--- src/rtl/serial_adder_pkg.sv ---
// Shared types and helpers for the bit-serial adder: FSM state encoding,
// default operand width and the bit-counter width calculation.
package serial_adder_pkg;

   typedef enum logic [1:0] {
      IDLE = 2'd0,
      RUN  = 2'd1,
      DONE = 2'd2
   } state_e;

   localparam int WIDTH_DEFAULT = 8;

   // Counter must hold 0..WIDTH-1; keep at least one bit for degenerate widths.
   function automatic int cnt_w(input int width);
      return (width > 1) ? $clog2(width) : 1;
   endfunction

endpackage

--- src/rtl/fulladder.sv ---
// Single-bit full-adder cell: S = X ^ Y ^ Ci, Co = majority(X, Y, Ci).
// Purely combinational, no state.
module fulladder (
   input  logic X,
   input  logic Y,
   input  logic Ci,
   output logic S,
   output logic Co
);

   assign S  = X ^ Y ^ Ci;
   assign Co = (X & Y) | (Ci & (X ^ Y));

endmodule

--- src/rtl/serial_adder.sv ---
// Bit-serial WIDTH-bit adder, one full-adder cell, LSB first; optional ovf port via SERIAL_ADDER_OVF_EN.
// Latency: accept edge plus WIDTH edges to out_valid (DONE entered on the last compute edge).
// Backpressure: in_ready only in IDLE; result held in DONE until out_ready.
module serial_adder
   import serial_adder_pkg::*;
#(
   parameter int WIDTH = WIDTH_DEFAULT
) (
   input  logic             clk,
   input  logic             rst,
   input  logic             in_valid,
   output logic             in_ready,
   input  logic [WIDTH-1:0] a,
   input  logic [WIDTH-1:0] b,
   input  logic             cin,
   output logic             out_valid,
   input  logic             out_ready,
   output logic [WIDTH-1:0] sum,
   output logic             cout,
   output logic             busy
`ifdef SERIAL_ADDER_OVF_EN
   ,
   output logic             ovf
`endif
);

   localparam int               CNT_W    = cnt_w(WIDTH);
   localparam logic [CNT_W-1:0] CNT_LAST = CNT_W'(WIDTH - 1);

   state_e           state_q;
   logic [WIDTH-1:0] sha_q;
   logic [WIDTH-1:0] shb_q;
   logic [WIDTH-1:0] sum_q;
   logic [WIDTH-1:0] sum_d;
   logic             carry_q;
   logic             cout_q;
   logic [CNT_W-1:0] cnt_q;
   logic             fa_s;
   logic             fa_co;
   logic             last_bit;

   fulladder u_fa (
      .X  (sha_q[0]),
      .Y  (shb_q[0]),
      .Ci (carry_q),
      .S  (fa_s),
      .Co (fa_co)
   );

   assign sum_d    = {fa_s, sum_q[WIDTH-1:1]};
   assign last_bit = (cnt_q == CNT_LAST);

   always_ff @(posedge clk or posedge rst) begin
      if (rst) begin
         state_q <= IDLE;
         sha_q   <= '0;
         shb_q   <= '0;
         sum_q   <= '0;
         carry_q <= 1'b0;
         cout_q  <= 1'b0;
         cnt_q   <= '0;
      end else begin
         case (state_q)
            IDLE: begin
               if (in_valid) begin
                  sha_q   <= a;
                  shb_q   <= b;
                  carry_q <= cin;
                  sum_q   <= '0;
                  cnt_q   <= '0;
                  state_q <= RUN;
               end
            end
            RUN: begin
               sum_q   <= sum_d;
               carry_q <= fa_co;
               sha_q   <= sha_q >> 1;
               shb_q   <= shb_q >> 1;
               // Counter parks at WIDTH-1; it is only cleared by the next accept.
               if (last_bit) begin
                  cout_q  <= fa_co;
                  state_q <= DONE;
               end else begin
                  cnt_q <= cnt_q + 1'b1;
               end
            end
            DONE: begin
               if (out_ready) state_q <= IDLE;
            end
            default: state_q <= IDLE;
         endcase
      end
   end

`ifdef SERIAL_ADDER_OVF_EN
   logic ovf_q;

   // In the MSB cycle carry_q is the carry into the sign bit.
   always_ff @(posedge clk or posedge rst) begin
      if (rst) begin
         ovf_q <= 1'b0;
      end else if (state_q == IDLE && in_valid) begin
         ovf_q <= 1'b0;
      end else if (state_q == RUN && last_bit) begin
         ovf_q <= carry_q ^ fa_co;
      end
   end

   assign ovf = ovf_q;
`endif

   assign in_ready  = (state_q == IDLE);
   assign out_valid = (state_q == DONE);
   assign busy      = (state_q == RUN) || (state_q == DONE);
   assign sum       = sum_q;
   assign cout      = cout_q;

endmodule

--- config.mk ---
export PLATFORM = sky130hd
export DESIGN_NAME = serial_adder
export DESIGN_NICKNAME = d
export VERILOG_FILES = /design/src/rtl/serial_adder_pkg.sv /design/src/rtl/fulladder.sv /design/src/rtl/serial_adder.sv
export SDC_FILE = /design/constraint.sdc
export NUM_CORES = 1
export LEC_CHECK = 0
export CELL_PAD_IN_SITES_DETAIL_PLACEMENT = 1
export CELL_PAD_IN_SITES_GLOBAL_PLACEMENT = 2
export CORE_MARGIN = 2
export CORE_UTILIZATION = 32
export DETAILED_ROUTE_END_ITERATION = 7
export GPL_TIMING_DRIVEN = 0
export PLACE_DENSITY = 0.86
export REMOVE_ABC_BUFFERS = 1
export SYNTH_ARGS = -nofsm -noshare
export SYNTH_HDL_FRONTEND = slang
export SYNTH_HIERARCHICAL = 1
export SYNTH_SLANG_ARGS = --single-unit
export TNS_END_PERCENT = 50
--- constraint.sdc ---
create_clock -name clk -period 1.8 [get_ports clk]
set_input_delay 0.36 -clock clk [delete_from_list [all_inputs] [get_ports clk]]
set_output_delay 0.36 -clock clk [all_outputs]
set_load 0.01 [all_outputs]
==> flow_summary.toml, run 1 <==
[setup_path]
crit_arrival_ns = 1.39
slowest_delay_ns = 0.42
path_max_fanout = 7
crit_buf_inv = 2
cp-start-kind = "flop"
crit_chain = "inv_2 -> ha_4 -> dlygate4sd2_1"
crit_slowest_cell = "dfrtp_1"
cp.depth = 3
cp-end-kind = "primary output"
reg2regPathDepth = 5
critPathRequiredTime_ns = 1.44
criticalPathCategory = "reg -> out"
path_delay_family = "flip-flops"

[drt]
routed_wirelength_um = 3740
drc = 0
detail-route-antenna-nets = 0
dr.pass1.iters = 4
via_per_inst = 5.16
vias = 1130
drt-initial-drc-count = 40
post_drt_wl_per_cell_um = 17.1

[synthesis]
ys_ff_latch = 31
syn_avg_cell_area_sq_um = 11.5
synth_cell_types = 20
ys_seq_area_frac = 0.518
syn-cell-area_sq_um = 1500
netlist_instances = 130
ys_warn_count = 6

[global_routing]
grt_pass1_vias = 1173
grt_usage = 0.152
grt_max_degree = 32
grt.overflow.total = 0
antenna_found_initial = 0
grt_first_pass_wirelength_um = 5960

[flow_run]
cap_violations = 0

[cts]
root_buffer = "clkbuf_8"
tritoncts = "yes"
htree_levels = 2
path_clk_slew_ns = 0.06
clk_latency_ns = 0.28
cts_hold_buf = 0
cts_sinks = 31
cts_buffer_depth = 2
cts_buffers = 5

[place]
place_congestion = 0.699
pre_cts_ws_ns = -0.976
post-dp-hpwl_um = 2190
dp_cells = 206
portBuffers = 32

[min_path]
hold_path.class = "in -> async"

[floorplanning]
rows = 24
ioPinCount = 33
die_x_um = 72.4
fp.dieH_um = 72.4
die_area_sq_um = 5240
start_util = 0.337
core_sq_um = 4440

[final_layout]
fillers = 472
final_core_util = 0.469
final_nets = 194
final_cells = 219
multi_input_area_sq_um = 763
syn2layout_area_growth_pct = 39.3
drive_above_1_share = 0.174
regArea_sq_um = 777
num_antenna_cells = 0

[sta]
hold_violations = 0
setup_viol = 0
slew_viol_final = 0
relSlewSlack = 0.665
period_needed_ns = 1.75
final_min_period_over_clock_period = 0.975
worst_pin_slew_ns = 0.502
worst_slack_ns = 0.0458
clock_skew_ns = 0.00325
hold_ws_ns = 0.397
max_freq_mhz = 570
rsz0062_at_grt = "yes"

[pwr]
p_leak_nw = 0.911
max-vdd-ir-drop_mv = 0.674
pwr_density_cell_nw_per_um2 = 1780

[run_status]
status = "complete, no violations"
==> Yosys cell counts <==
master / n / share of area
a221oi_4: 1 / 0.018
a22o_1: 11 / 0.064
and2b_4: 1 / 0.0067
buf_2: 8 / 0.027
dfrtp_1: 31 / 0.52
fa_1: 1 / 0.013
ha_1: 6 / 0.050
inv_1: 4 / 0.010
inv_2: 1 / 0.0025
mux2_1: 1 / 0.0075
mux2_4: 2 / 0.020
mux2i_1: 15 / 0.10
mux2i_4: 1 / 0.015
nand2_1: 21 / 0.053
nand2b_1: 2 / 0.0084
nand2b_2: 2 / 0.012
nor2b_1: 1 / 0.0042
o21ai_0: 3 / 0.010
o21ai_1: 17 / 0.057
or2_2: 1 / 0.0042
==> where the power goes <==
| group | switching, mW | internal, mW |
|---|---|---|
| registers | 0.217 | 1.01 |
| logic | 0.953 | 0.937 |
| clock network | 0.258 | 0.349 |
| total | 1.43 | 2.29 |
==> path summary, 6_finish.rpt <==
kind                       slack [ns]          to  startpoint
max                              0.05    in_ready  state_q[1]
min                              0.40    sha_q[5]         rst
max reg2reg                      0.13  state_q[1]    cnt_q[0]
min reg2reg                      0.49    shb_q[7]    shb_q[7]
max in group asynchronous        0.93      sum[5]         rst
min in group clk                 0.49    shb_q[7]    shb_q[7]
==> stage by stage <==
step | TNS [ns] | power (mW) | area, sq um
2_1_floorplan | -9.02 | 2.28 | 1460
3_3_place_gp | -23.75 | 2.72 | 1840
3_5_place_dp | -27.42 | 2.84 | 1840
4_1_cts | 0 | 3.56 | 1990
5_1_grt | -0.0146 | 4.01 | 2090
6_report | 0 | 3.72 | 2090
==> layout by cell type, fill, tap and decap left out, drive strengths merged <==
cell type,Yosys,layout
dfrtp,31,31
clkdlybuf4s50,0,28
nand2,21,21
o21ai,20,20
mux2i,16,19
a22o,11,11
clkbuf,0,8
ha,6,6
inv,5,5
nand2b,4,4
dlygate4sd2,0,3
mux2,3,3
buf,8,2
and2b,1,1
a221oi,1,1
nor2b,1,1
or2,1,1
dlymetal6s2s,0,1
fa,1,1
==> cell families (layout without fill, tap and decap cells) <==
kind of cell	after synthesis	after routing	share of synthesized area
and+or+nand+nor	28	28	0.0877
buffers and inverters	13	47	0.0393
muxes	19	22	0.143
DFF	31	31	0.518
AOI/OAI and AO/OA	32	32	0.149
adders and majority gates	7	7	0.0635
==> layout make-up <==
class / instances / share of cell area
sequential: 31 / 0.373
clock buffer: 8 / 0.0480
tap: 52 / 0.0312
inverter: 5 / 0.00900
timing repair buffer: 34 / 0.173
multi-input combinational: 89 / 0.366
==> metal layers <==
layer / routed length [um] / vias to the layer above / global-route usage
met3: 194 / 5 / 0.0556
met2: 1890 / 32 / 0.242
met5: 0 / - / 0
met4: 35 / 0 / 0.0370
li1: - / 532 / -
met1: 1620 / 561 / 0.197
==> flip-flops by register name, summed over array words and instances, names as in the netlist <==
register	flops
cnt_q	3
shb_q	8
cout	1
sha_q	8
carry_q	1
state_q	2
sum	8
==> timing repair <==
item / CTS / global route
buffers inserted: 0 / 1
resized for setup: 13 / 4
hold endpoints to repair: 0 / 0
setup endpoints to repair: 34 / 30
gates cloned: 1 / 2
No activity file was read; power rests on OpenSTA's default activity.
==> run 2: changes to the inputs <==
--- a/config.mk
+++ b/config.mk
@@ -5,6 +5,7 @@
 export SDC_FILE = /design/constraint.sdc
 export NUM_CORES = 1
 export LEC_CHECK = 0
+export ABC_CLOCK_PERIOD_IN_PS = 1800
 export CELL_PAD_IN_SITES_DETAIL_PLACEMENT = 1
 export CELL_PAD_IN_SITES_GLOBAL_PLACEMENT = 2
 export CORE_MARGIN = 2
@@ -13,6 +14,7 @@
 export GPL_TIMING_DRIVEN = 0
 export PLACE_DENSITY = 0.86
 export REMOVE_ABC_BUFFERS = 1
+export SKIP_LAST_GASP = 1
 export SYNTH_ARGS = -nofsm -noshare
 export SYNTH_HDL_FRONTEND = slang
 export SYNTH_HIERARCHICAL = 1
==> run 2 against run 1 <==
Combinational power hardly changed. Sequential share of layout area down 0.16 points. First-iteration DRC count grew 33%. Cell count up 0.91%. Register-to-register slack lost 0.06 ns. Utilization increased by 0.20 points. Clock skew rose by 0.00066 ns. Critical path depth up 1. Sequential power is essentially flat. Critical endpoint is now state_q[1]. Cell area up 0.42%.
==> flow_summary.toml, run 2 (synthesis results as in run 1) <==
[drt]
vias = 1135
routed_wirelength_um = 3780
drc = 0
via_per_inst = 5.14
drt-initial-drc-count = 53
post_drt_wl_per_cell_um = 17.1
detail-route-antenna-nets = 0
dr.pass1.iters = 4

[pwr]
p_total_mw = 3.74
p_leak_nw = 0.934
max-vdd-ir-drop_mv = 0.672
pwr_density_cell_nw_per_um2 = 1790

[place]
post-dp-hpwl_um = 2190
place_congestion = 0.699
portBuffers = 32
dp_cells = 206
pre_cts_ws_ns = -0.976

[global_routing]
grt_util_met1 = 0.197
antenna_found_initial = 0
grt_first_pass_wirelength_um = 5960
grt_usage = 0.152
grt_max_degree = 32
met2_usage = 0.242
met3_usage = 0.0556
grt_busiest_layer = "met2"
grt.overflow.total = 0
grt_pass1_vias = 1173

[sta]
max_freq_mhz = 560
final_min_period_over_clock_period = 0.993
rsz0062_at_grt = "yes"
worst_slack_ns = 0.0131
relSlewSlack = 0.553
slew_viol_final = 0
worst_pin_slew_ns = 0.657
clock_skew_ns = 0.00391
setup_viol = 0
hold_violations = 0
period_needed_ns = 1.79

[cts]
htree_levels = 2
path_clk_slew_ns = 0.07
root_buffer = "clkbuf_8"
tritoncts = "yes"
cts_buffer_depth = 2
cts_buffers = 5
cts_sinks = 31
cts_hold_buf = 0
clk_latency_ns = 0.28

[floorplanning]
rows = 24
fp.dieH_um = 72.4
core_sq_um = 4440
start_util = 0.337
ioPinCount = 33
die_area_sq_um = 5240
die_x_um = 72.4

[final_layout]
final_core_util = 0.471
drive_above_1_share = 0.178
final_cells = 221
syn2layout_area_growth_pct = 39.8
num_antenna_cells = 0
final_nets = 196
layout_commonest_cell = "dfrtp_1"
most-common-layout-cells = "dfrtp_1 (30), clkdlybuf4s50_1 (29), nand2_1 (21)"

[setup_path]
critPathRequiredTime_ns = 1.97
r2r_slack_ns = 0.07
cp-start-kind = "input port"
cp-end-kind = "flop"
path_max_fanout = 5
reg2reg_from = "cnt_q[0]"
criticalPathCategory = "in -> reg"
r2r_end = "state_q[1]"
crit_start = "in_valid"
crit_arrival_ns = 1.96
reg2regPathDepth = 5
endpoint = "state_q[1]"

[run_status]
status = "complete, no violations"

[min_path]
hold_path.class = "in -> async"

[flow_run]
cap_violations = 0
## run 2: cell types whose count changed in the layout (fill, tap and decap cells not counted), sizes merged
| cell | change |
|---|---|
| buf | +2 |
| dlygate4sd2 | -2 |
| clkdlybuf4s50 | +1 |
| dlymetal6s2s | +1 |
## run 2: area by class of cell
type                       instances  area (sq um)
timing repair buffer              36           382
sequential                        31           777
clock buffer                       8           100
fill                             474          2350
multi-input combinational         89           752
tap                               52          65.1
inverter                           5          18.8
## run 2: timing repair
action / 4_1_cts / 5_1_grt
pin swaps: 0 / 0
gates resized for setup: 11 / 3
gates cloned: 1 / 2
endpoints found under the setup margin: 34 / 32
setup buffers: 0 / 3
## run 2: worst min path at each step
stage	startpoint	endpoint	slack, ns	cells after the start
after floorplan	rst	carry_q	0.46	1
after global placement	shb_q[1]	shb_q[1]	0.47	2
after detailed placement	shb_q[7]	shb_q[7]	0.48	2
after CTS	shb_q[7]	shb_q[7]	0.49	2
after global routing	rst	sha_q[5]	0.43	2
final	rst	sha_q[5]	0.40	2
## run 2: worst max-delay path: stages
cell and delay [ns]:
clkdlybuf4s50_1 0.73, and2b_4 0.28, a221oi_4 0.25, mux2_4 0.34
## run 2: report_power, final
group,total (mW),switching [mW],internal [mW]
sequential,1.22,0.211,1.01
combinational,1.92,0.961,0.960
clock,0.607,0.258,0.349
## run 2: stage by stage
step / TNS [ns] / hold WS [ns] / cell area, sq um
final: 0 / 0.397 / 2090
after detailed placement: -27.42 / 0.481 / 1840
after global routing: -0.195 / 0.427 / 2090
after floorplan: -9.02 / 0.455 / 1460
after global placement: -23.75 / 0.467 / 1840
after CTS: -0.303 / 0.494 / 2000
## run 2: per-layer routing
metal	up-vias	part of all wire
met1	560	0.43
met3	5	0.059
met4	0	0.0087
met5	-	0
met2	36	0.51
li1	534	-
==> run 3: changes to the inputs <==
--- a/config.mk
+++ b/config.mk
@@ -10,6 +10,7 @@
 export CELL_PAD_IN_SITES_GLOBAL_PLACEMENT = 2
 export CORE_MARGIN = 2
 export CORE_UTILIZATION = 32
+export CTS_CLUSTER_DIAMETER = 60
 export DETAILED_ROUTE_END_ITERATION = 7
 export GPL_TIMING_DRIVEN = 0
 export PLACE_DENSITY = 0.86
==> results of run 3 <==
No change in the layout: final DEF, timing and power equal those of run 2.
